## src/rtl/iter_shifter_pkg.sv

```systemverilog
// iter_shifter_pkg: shared types for the iterative shift unit.
// Mode and FSM state encodings plus an amount-width helper.
package iter_shifter_pkg;

  typedef enum logic [1:0] {
    MODE_SLL = 2'b00,
    MODE_SRL = 2'b01,
    MODE_SRA = 2'b10,
    MODE_ROR = 2'b11
  } mode_e;

  typedef enum logic [1:0] {
    S_IDLE  = 2'b00,
    S_SHIFT = 2'b01,
    S_DONE  = 2'b10
  } state_e;

  // Bits needed to hold values 0 .. n-1 (never less than one).
  function automatic int amt_w(input int n);
    return (n < 2) ? 1 : $clog2(n);
  endfunction

endpackage

```

## src/rtl/shifter_step.sv

```systemverilog
// shifter_step: combinational shift of one word by 0..SHIFTVAL places.
// Rotate is built only with ITER_SHIFTER_ROR_EN; else mode 11 acts as SRL.
module shifter_step
  import iter_shifter_pkg::*;
#(
  parameter int SIZE     = 32,
  parameter int SHIFTVAL = 2,
  localparam int KW      = amt_w(SHIFTVAL + 1)
) (
  input  logic [SIZE-1:0] data,
  input  logic [KW-1:0]   k,
  input  mode_e           mode,
  output logic [SIZE-1:0] res
);

  // Pick the constant-distance shift matching k; k == 0 passes through.
  always_comb begin
    res = data;
    for (int i = 1; i <= SHIFTVAL; i++) begin
      if (k == KW'(i)) begin
        unique case (mode)
          MODE_SLL: res = data << i;
          MODE_SRL: res = data >> i;
          MODE_SRA: res = SIZE'($signed(data) >>> i);
          MODE_ROR: begin
`ifdef ITER_SHIFTER_ROR_EN
            res = (data >> i) | (data << (SIZE - i));
`else
            res = data >> i;
`endif
          end
        endcase
      end
    end
  end

endmodule

```

## src/rtl/iter_shifter.sv

```systemverilog
// iter_shifter: valid/ready shift unit, up to SHIFTVAL places per clock.
// Optional rotate-right via ITER_SHIFTER_ROR_EN (mode 11 = SRL without it).
module iter_shifter
  import iter_shifter_pkg::*;
#(
  parameter int SIZE     = 32,
  parameter int SHIFTVAL = 2,
  localparam int AW      = amt_w(SIZE),
  localparam int KW      = amt_w(SHIFTVAL + 1)
) (
  input  logic            clk,
  input  logic            rst,
  input  logic            in_valid,
  output logic            in_ready,
  input  logic [SIZE-1:0] in_data,
  input  logic [AW-1:0]   in_amt,
  input  logic [1:0]      in_mode,
  output logic            out_valid,
  input  logic            out_ready,
  output logic [SIZE-1:0] out_data
);

  localparam logic [AW-1:0] SV_A = AW'(SHIFTVAL);

  state_e          state;
  mode_e           mode_q;
  logic [SIZE-1:0] data_q;
  logic [AW-1:0]   rem;
  logic [KW-1:0]   step_k;
  logic [SIZE-1:0] step_res;

  // Step size is min(SHIFTVAL, rem); when rem fits, it fits in KW bits.
  assign step_k = (rem > SV_A) ? KW'(SHIFTVAL) : rem[KW-1:0];

  shifter_step #(
    .SIZE     (SIZE),
    .SHIFTVAL (SHIFTVAL)
  ) u_step (
    .data (data_q),
    .k    (step_k),
    .mode (mode_q),
    .res  (step_res)
  );

  assign out_data = data_q;

  // Control FSM with registered handshake outputs.
  always_ff @(posedge clk or posedge rst) begin
    if (rst) begin
      state     <= S_IDLE;
      mode_q    <= MODE_SLL;
      data_q    <= '0;
      rem       <= '0;
      in_ready  <= 1'b0;
      out_valid <= 1'b0;
    end else begin
      unique case (state)
        S_IDLE: begin
          in_ready <= 1'b1;
          if (in_valid && in_ready) begin
            data_q   <= in_data;
            mode_q   <= mode_e'(in_mode);
            rem      <= in_amt;
            in_ready <= 1'b0;
            if (in_amt == '0) begin
              state     <= S_DONE;
              out_valid <= 1'b1;
            end else begin
              state <= S_SHIFT;
            end
          end
        end
        S_SHIFT: begin
          data_q <= step_res;
          rem    <= rem - AW'(step_k);
          if (rem <= SV_A) begin
            state     <= S_DONE;
            out_valid <= 1'b1;
          end
        end
        S_DONE: begin
          if (out_ready) begin
            state     <= S_IDLE;
            out_valid <= 1'b0;
            in_ready  <= 1'b1;
          end
        end
        default: begin
          state     <= S_IDLE;
          out_valid <= 1'b0;
          in_ready  <= 1'b0;
        end
      endcase
    end
  end

endmodule

```

## config.mk

```make
export PLATFORM = sky130hd
export DESIGN_NAME = iter_shifter
export DESIGN_NICKNAME = d
export VERILOG_FILES = /design/src/rtl/iter_shifter_pkg.sv /design/src/rtl/shifter_step.sv /design/src/rtl/iter_shifter.sv
export SDC_FILE = /design/constraint.sdc
export NUM_CORES = 1
export LEC_CHECK = 0
export BUFFER_PORTS_ARGS = -buffer_cell sky130_fd_sc_hd__buf_2
export CAP_MARGIN = 20
export CORE_ASPECT_RATIO = 1.25
export CORE_MARGIN = 5
export CORE_UTILIZATION = 58
export DETAILED_ROUTE_END_ITERATION = 7
export GPL_TIMING_DRIVEN = 0
export HOLD_SLACK_MARGIN = 0.12
export PLACE_DENSITY = 0.86
export SYNTH_ARGS = -nofsm -noshare
export SYNTH_HDL_FRONTEND = slang
export SYNTH_SLANG_ARGS = --single-unit
```

## constraint.sdc

```tcl
create_clock -name clk -period 2.85 [get_ports clk]
set_clock_uncertainty 0.15 [all_clocks]
set_input_delay 0.57 -clock clk [delete_from_list [all_inputs] [get_ports clk]]
set_output_delay 0.57 -clock clk [all_outputs]
set_load 0.03 [all_outputs]
```

==> run metrics, run 1 <==
status completed; GR Overflow Total 0; Startpoint Class register; via count 3,427; global-route usage over all layers 28.8%; fin cells 502; ys flop type dfrtp_1; Remaining DRCs 0; Max Transition Viols Final 0; global-route wire length before repair 15,700 µm; DIE AREA 6850 µm²; Finished Core Util 70.8%; max cap viols 0; CTS tree done; area leader, netlist dfrtp_1; area delta synth->final 18.2%; hold-fix buffers at CTS 0; Detailed Place HPWL 6880 µm; Post-synth EDFFs 0; CTS Sinks 43; Max Clk Rate 0.451 GHz; Hold Crit Class in -> async; Post-Place Cells 494; CTS resizes 0; number of top-level pins 77; worst hold slack 309 ps; DR WL/cell 19.2 µm; NetSw 2.98 mW; Distinct cells, synth 46; largest net degree at the start of global routing 44; RePlAce Congestion 0.936; htree depth 2; area of the multi-input gates 1710 µm²; relative slew slack 38.1%; Mean Syn Cell Area 8.61 µm²; peak supply drop 809 µV; final setup TNS 0 ps; Power Density 1560 nW/µm²; crit path DAT 2310 ps; Worst-path clk slew 90 ps; Num CTS Buffers 5; IO Port Bufs 76; width of the die 75.0 µm; worst slew pin tran 929 ps; WS Path Type reg -> reg; Sequential Power Share 25.0%; Seq/Total Area, Yosys 35.1%; Synth Warn # 0; Switching Share 52.7%; remaining antenna violation count 0; Max Root-Sink Buffers 2; CP Data Required Time 2950 ps; syn_nets 400; iteration count of the initial detailed-routing pass 6; worst-path maximum fanout 10; worst skew pair latency 300 ps; setup bufs post-CTS 0; vias per inst 6.83; Async SR Flop Fraction 100%; Logic pwr share 67.2%; Initial Util 59.9%; Mapped Area 3060 µm²; Pleak 1.61 nW; final setup fails 0; synth cell count leaders nor2_1 (62), dfrtp_1 (43), o21ai_0 (31); Final Hold Fails 0; ANT cells 0; initial antenna violation count 0; synth top area cells dfrtp_1 (35%), nor2_1 (7.6%), a22o_1 (6.3%); fraction of layout cells with a size suffix above 1 27.0%; RSZ-0062 raised after global routing no; Iter 0 DRT Violations 373; core area 5120 µm²; Cell Int Power 2.68 mW; final period utilization 77.8%; most frequent cell after synthesis nor2_1; NumNets Final 483; Filler cells 421; Crit. End Element register; drt total wl 9660 µm; post-synthesis register bit count 43; clock root cell clkbuf_8; clock power share 7.8%; Tmin final 2220 ps; share of the synthesized area in the top cell type 35.1%; Mapped Cells 356; Register Area 1080 µm²; vias in the first global route 3,292; num rows 29; Die Y-Extent 91.3 µm
-- critical path: stages (launching register included) --
cell,delay (ps)
dfrtp_1,470
nor4_4,520
clkbuf_1,410
o21ai_0,190
o221ai_1,260
a22o_1,160
-- power by group through the flow --
stage	combinational, mW	clock [mW]	sequential (mW)
finish	3.80	0.441	1.41
global route	4.12	0.464	1.44
CTS	3.75	0.443	1.38
detailed placement	3.73	0	1.39
global placement	3.63	0	1.38
floorplan	2.37	0	1.75
-- through the flow --
step / area, µm² / setup slack [ps] / total power [mW]
floorplan: 3060 / 910 / 4.12
global placement: 3520 / 569 / 5.01
detailed placement: 3520 / 692 / 5.12
CTS: 3620 / 672 / 5.57
global route: 3620 / 496 / 6.02
finish: 3620 / 634 / 5.65
-- sequential cells by signal, indices dropped and copies added, names as in the netlist --
name	cells
out_data	32
mode_q	2
in_ready	1
out_valid	1
rem	5
state	2
-- layout by cell type (no fill, tap or decap), types with 2 or more instances in the layout --
| master | count |
|---|---|
| buf_2 | 87 |
| nor2_1 | 62 |
| dfrtp_1 | 43 |
| o21ai_0 | 31 |
| nor3_1 | 26 |
| a22o_1 | 22 |
| nand2_1 | 19 |
| o221ai_1 | 19 |
| o21bai_1 | 17 |
| clkbuf_1 | 14 |
| clkbuf_8 | 14 |
| a21oi_1 | 8 |
| o211ai_1 | 8 |
| o311a_1 | 6 |
| mux2i_1 | 6 |
| inv_1 | 5 |
| buf_6 | 4 |
| a31oi_1 | 4 |
| o31ai_1 | 4 |
| or3_1 | 3 |
| o22ai_1 | 3 |
| mux2_2 | 3 |
| o311ai_0 | 2 |
| a22oi_1 | 2 |
| nand2b_1 | 2 |
| o31ai_2 | 2 |
| mux4_2 | 2 |
| a2bb2oi_1 | 2 |
| a221oi_1 | 2 |
-- final cells by class --
cell class	count	share of cell area (%)
buffer	36	6.98
tap	62	2.14
clock buffer	8	2.76
timing repair buffer	76	10.5
sequential	43	29.7
inverter	6	0.622
multi-input combinational	271	47.3
-- layer usage --
layer	GRT usage (%)	up-vias	wire [µm]
met1	35.3	1580	3460
met4	13.9	0	440
met2	47.7	279	4790
met5	0	-	0
li1	-	1509	-
met3	4.86	59	972
-- cell families (layout without fill, tap and decap cells) --
kind of cell	count (synthesis)	count (layout)	synth area share, %
and+or+nand+nor	123	123	18.3
DFF	43	43	35.1
muxes	11	11	4.53
AOI/OAI and AO/OA	135	135	32.5
buffers and inverters	42	126	8.98
adders and majority gates	1	1	0.408
other	1	1	0.122
-- path summary, 6_finish.rpt --
path | startpoint | to | slack (ps) | cells past startpoint
hold / removal | rst | rem[3] | 310 | 2
max in group asynchronous | rst | out_data[21] | 1650 | 2
hold reg to reg | out_valid | out_valid | 350 | 2
setup / recovery | rem[1] | out_data[12] | 630 | 5
setup reg to reg | rem[1] | out_data[12] | 630 | 5
min in group clk | out_valid | out_valid | 350 | 2
No activity file was read; power rests on OpenSTA's default activity.
==> run 2, diff against run 1 <==
- CORE_UTILIZATION: 58 -> 49
- PLACE_DENSITY: 0.86 -> 0.77
- clock period: 2.85 -> 2.02 ns (I/O delays scaled with it)
==> run 2 against run 1 <==
Against the previous run: setup slack lost 600 ps; fmax is 12% higher; combinational power increased by 45%; global-route usage shrank 3.7 points; first-iteration DRC count shrank 17%; non-clock buffer count grew 4; sequential share of layout area decreased by 0.71 points.
==> run metrics, run 2 (synthesis results as in run 1) <==
status completed (unchanged); Die Y-Extent 98.4 µm (was 91.3 µm); core area 6130 µm² (was 5120 µm²); number of top-level pins 77 (unchanged); worst slew pin tran 567 ps (was 929 ps); initial antenna violation count 0 (unchanged); global-route usage over all layers 25.2% (was 28.8%); remaining antenna violation count 0 (unchanged); Remaining DRCs 0 (unchanged); CTS Sinks 43 (unchanged); DIE AREA 7950 µm² (was 6850 µm²); vias per inst 6.34 (was 6.83); fraction of layout cells with a size suffix above 1 29.2% (was 27.0%); NetSw 4.19 mW (was 2.98 mW); NumNets Final 487 (was 483); CP Data Required Time 2050 ps (was 2950 ps); Max Transition Viols Final 0 (unchanged); clock root cell clkbuf_8 (unchanged); Power Total 8.02 mW (was 5.65 mW); num rows 32 (was 29); crit path DAT 2020 ps (was 2310 ps); Switching Share 52.3% (was 52.7%); Sequential Power Share 24.8% (was 25.0%); global-route wire length before repair 15,900 µm (was 15,700 µm); worst skew pair latency 300 ps (about the same); Max Clk Rate 0.503 GHz (was 0.451 GHz); Crit. End Element register (unchanged); Cell Int Power 3.83 mW (was 2.68 mW); htree depth 2 (unchanged); RePlAce Congestion 0.946 (was 0.936); iteration count of the initial detailed-routing pass 5 (was 6); final period utilization 98.3% (was 77.8%); clock power share 6.5% (was 7.8%); Num CTS Buffers 5 (unchanged); Pleak 1.65 nW (was 1.61 nW); largest net degree at the start of global routing 25 (was 44); Startpoint Class register (unchanged); WS Path Type reg -> reg (unchanged); RSZ-0062 raised after global routing yes (was no); IO Port Bufs 76 (unchanged); vias in the first global route 3,271 (was 3,292); peak supply drop 1110 µV (was 809 µV); Detailed Place HPWL 7160 µm (was 6880 µm); Max Root-Sink Buffers 2 (unchanged); Hold Crit Class in -> reg (was in -> async); max FFs per register 32 (unchanged); DR WL/cell 18.8 µm (was 19.2 µm); drt total wl 9910 µm (was 9660 µm); Power Density 2160 nW/µm² (was 1560 nW/µm²); Worst-path clk slew 80 ps (was 90 ps); width of the die 80.7 µm (was 75.0 µm); area delta synth->final 21.4% (was 18.2%); Initial Util 50.0% (was 59.9%); relative slew slack 61.8% (was 38.1%); Logic pwr share 68.7% (was 67.2%); Tmin final 1990 ps (was 2220 ps); final setup fails 0 (unchanged); CTS tree done (unchanged); Final Hold Fails 0 (unchanged); worst hold slack 201 ps (was 309 ps); GR Overflow Total 0 (unchanged); Iter 0 DRT Violations 311 (was 373); commonest cells after routing, fill and taps aside buf_2 (83), nor2_1 (62), dfrtp_1 (41) (was buf_2 (87), nor2_1 (62), dfrtp_1 (43)); max cap viols 0 (unchanged); via count 3,339 (was 3,427); ANT cells 0 (unchanged); most common cell after layout, fill and taps aside buf_2 (unchanged); worst-path maximum fanout 12 (was 10)
-- run 2: area by class of cell --
type | count | area [µm²]
clock buffer | 6 | 72.6
inverter | 6 | 22.5
timing repair buffer | 81 | 440
fill | 564 | 2410
buffer | 35 | 284
multi-input combinational | 271 | 1720
sequential | 43 | 1080
tap | 85 | 106
-- run 2: path summary, 6_finish.rpt --
path / from / end / slack [ps] / cells past startpoint
worst max-delay path: rem[2] / out_data[31] / 30 / 5
max in group asynchronous: rst / rem[1] / 690 / 4
min in group asynchronous: rst / out_data[13] / 510 / 3
worst min-delay path: in_mode[0] / mode_q[0] / 200 / 2
worst min register to register: out_valid / out_valid / 360 / 2
worst max register to register: rem[2] / out_data[31] / 30 / 5
-- run 2: what timing repair did --
item,in CTS,in global routing
gates resized for setup,7,22
pin swaps,1,4
setup endpoints to repair,29,30
hold endpoints to repair,19,0
buffers inserted,2,1
hold buffers,1,0
-- run 2: worst max-delay path, stage by stage, from the launching register on --
cell	delay (ps)
dfrtp_1	380
buf_6	130
or4_4	620
o221ai_1	210
a21oi_1	100
mux2_2	280
-- run 2: per-stage QoR --
| step | utilization, % | setup TNS, ps | std cells | area, µm² | setup WS [ps] |
|---|---|---|---|---|---|
| final | 60.7 | 0 | 527 | 3720 | 33.8 |
| after global routing | 60.7 | -222 | 527 | 3720 | -47.9 |
| after CTS | 59.9 | 0 | 526 | 3670 | 3.67 |
| after detailed placement | 58.3 | -3360 | 518 | 3570 | -209 |
| after global placement | 58.0 | -9480 | 517 | 3550 | -167 |
| after floorplan | - | 0 | 356 | 3060 | 80.0 |
-- run 2: per-layer routing --
metal  GRT usage, %  vias to the layer above  share of wire (%)
li1               -                     1515                  -
met1           29.7                     1610                 38
met2           43.7                      186                 50
met3           5.21                       28                8.7
met4           10.5                        0                2.7
met5              0                        -                  0
-- run 2: power groups by stage --
stage | combinational (mW) | sequential (mW) | clock [mW]
6_report | 5.51 | 1.99 | 0.523
5_1_grt | 5.95 | 2.04 | 0.569
4_1_cts | 5.34 | 1.95 | 0.531
3_5_place_dp | 5.29 | 1.96 | 0
3_3_place_gp | 5.16 | 1.95 | 0
2_1_floorplan | 3.34 | 2.47 | 0
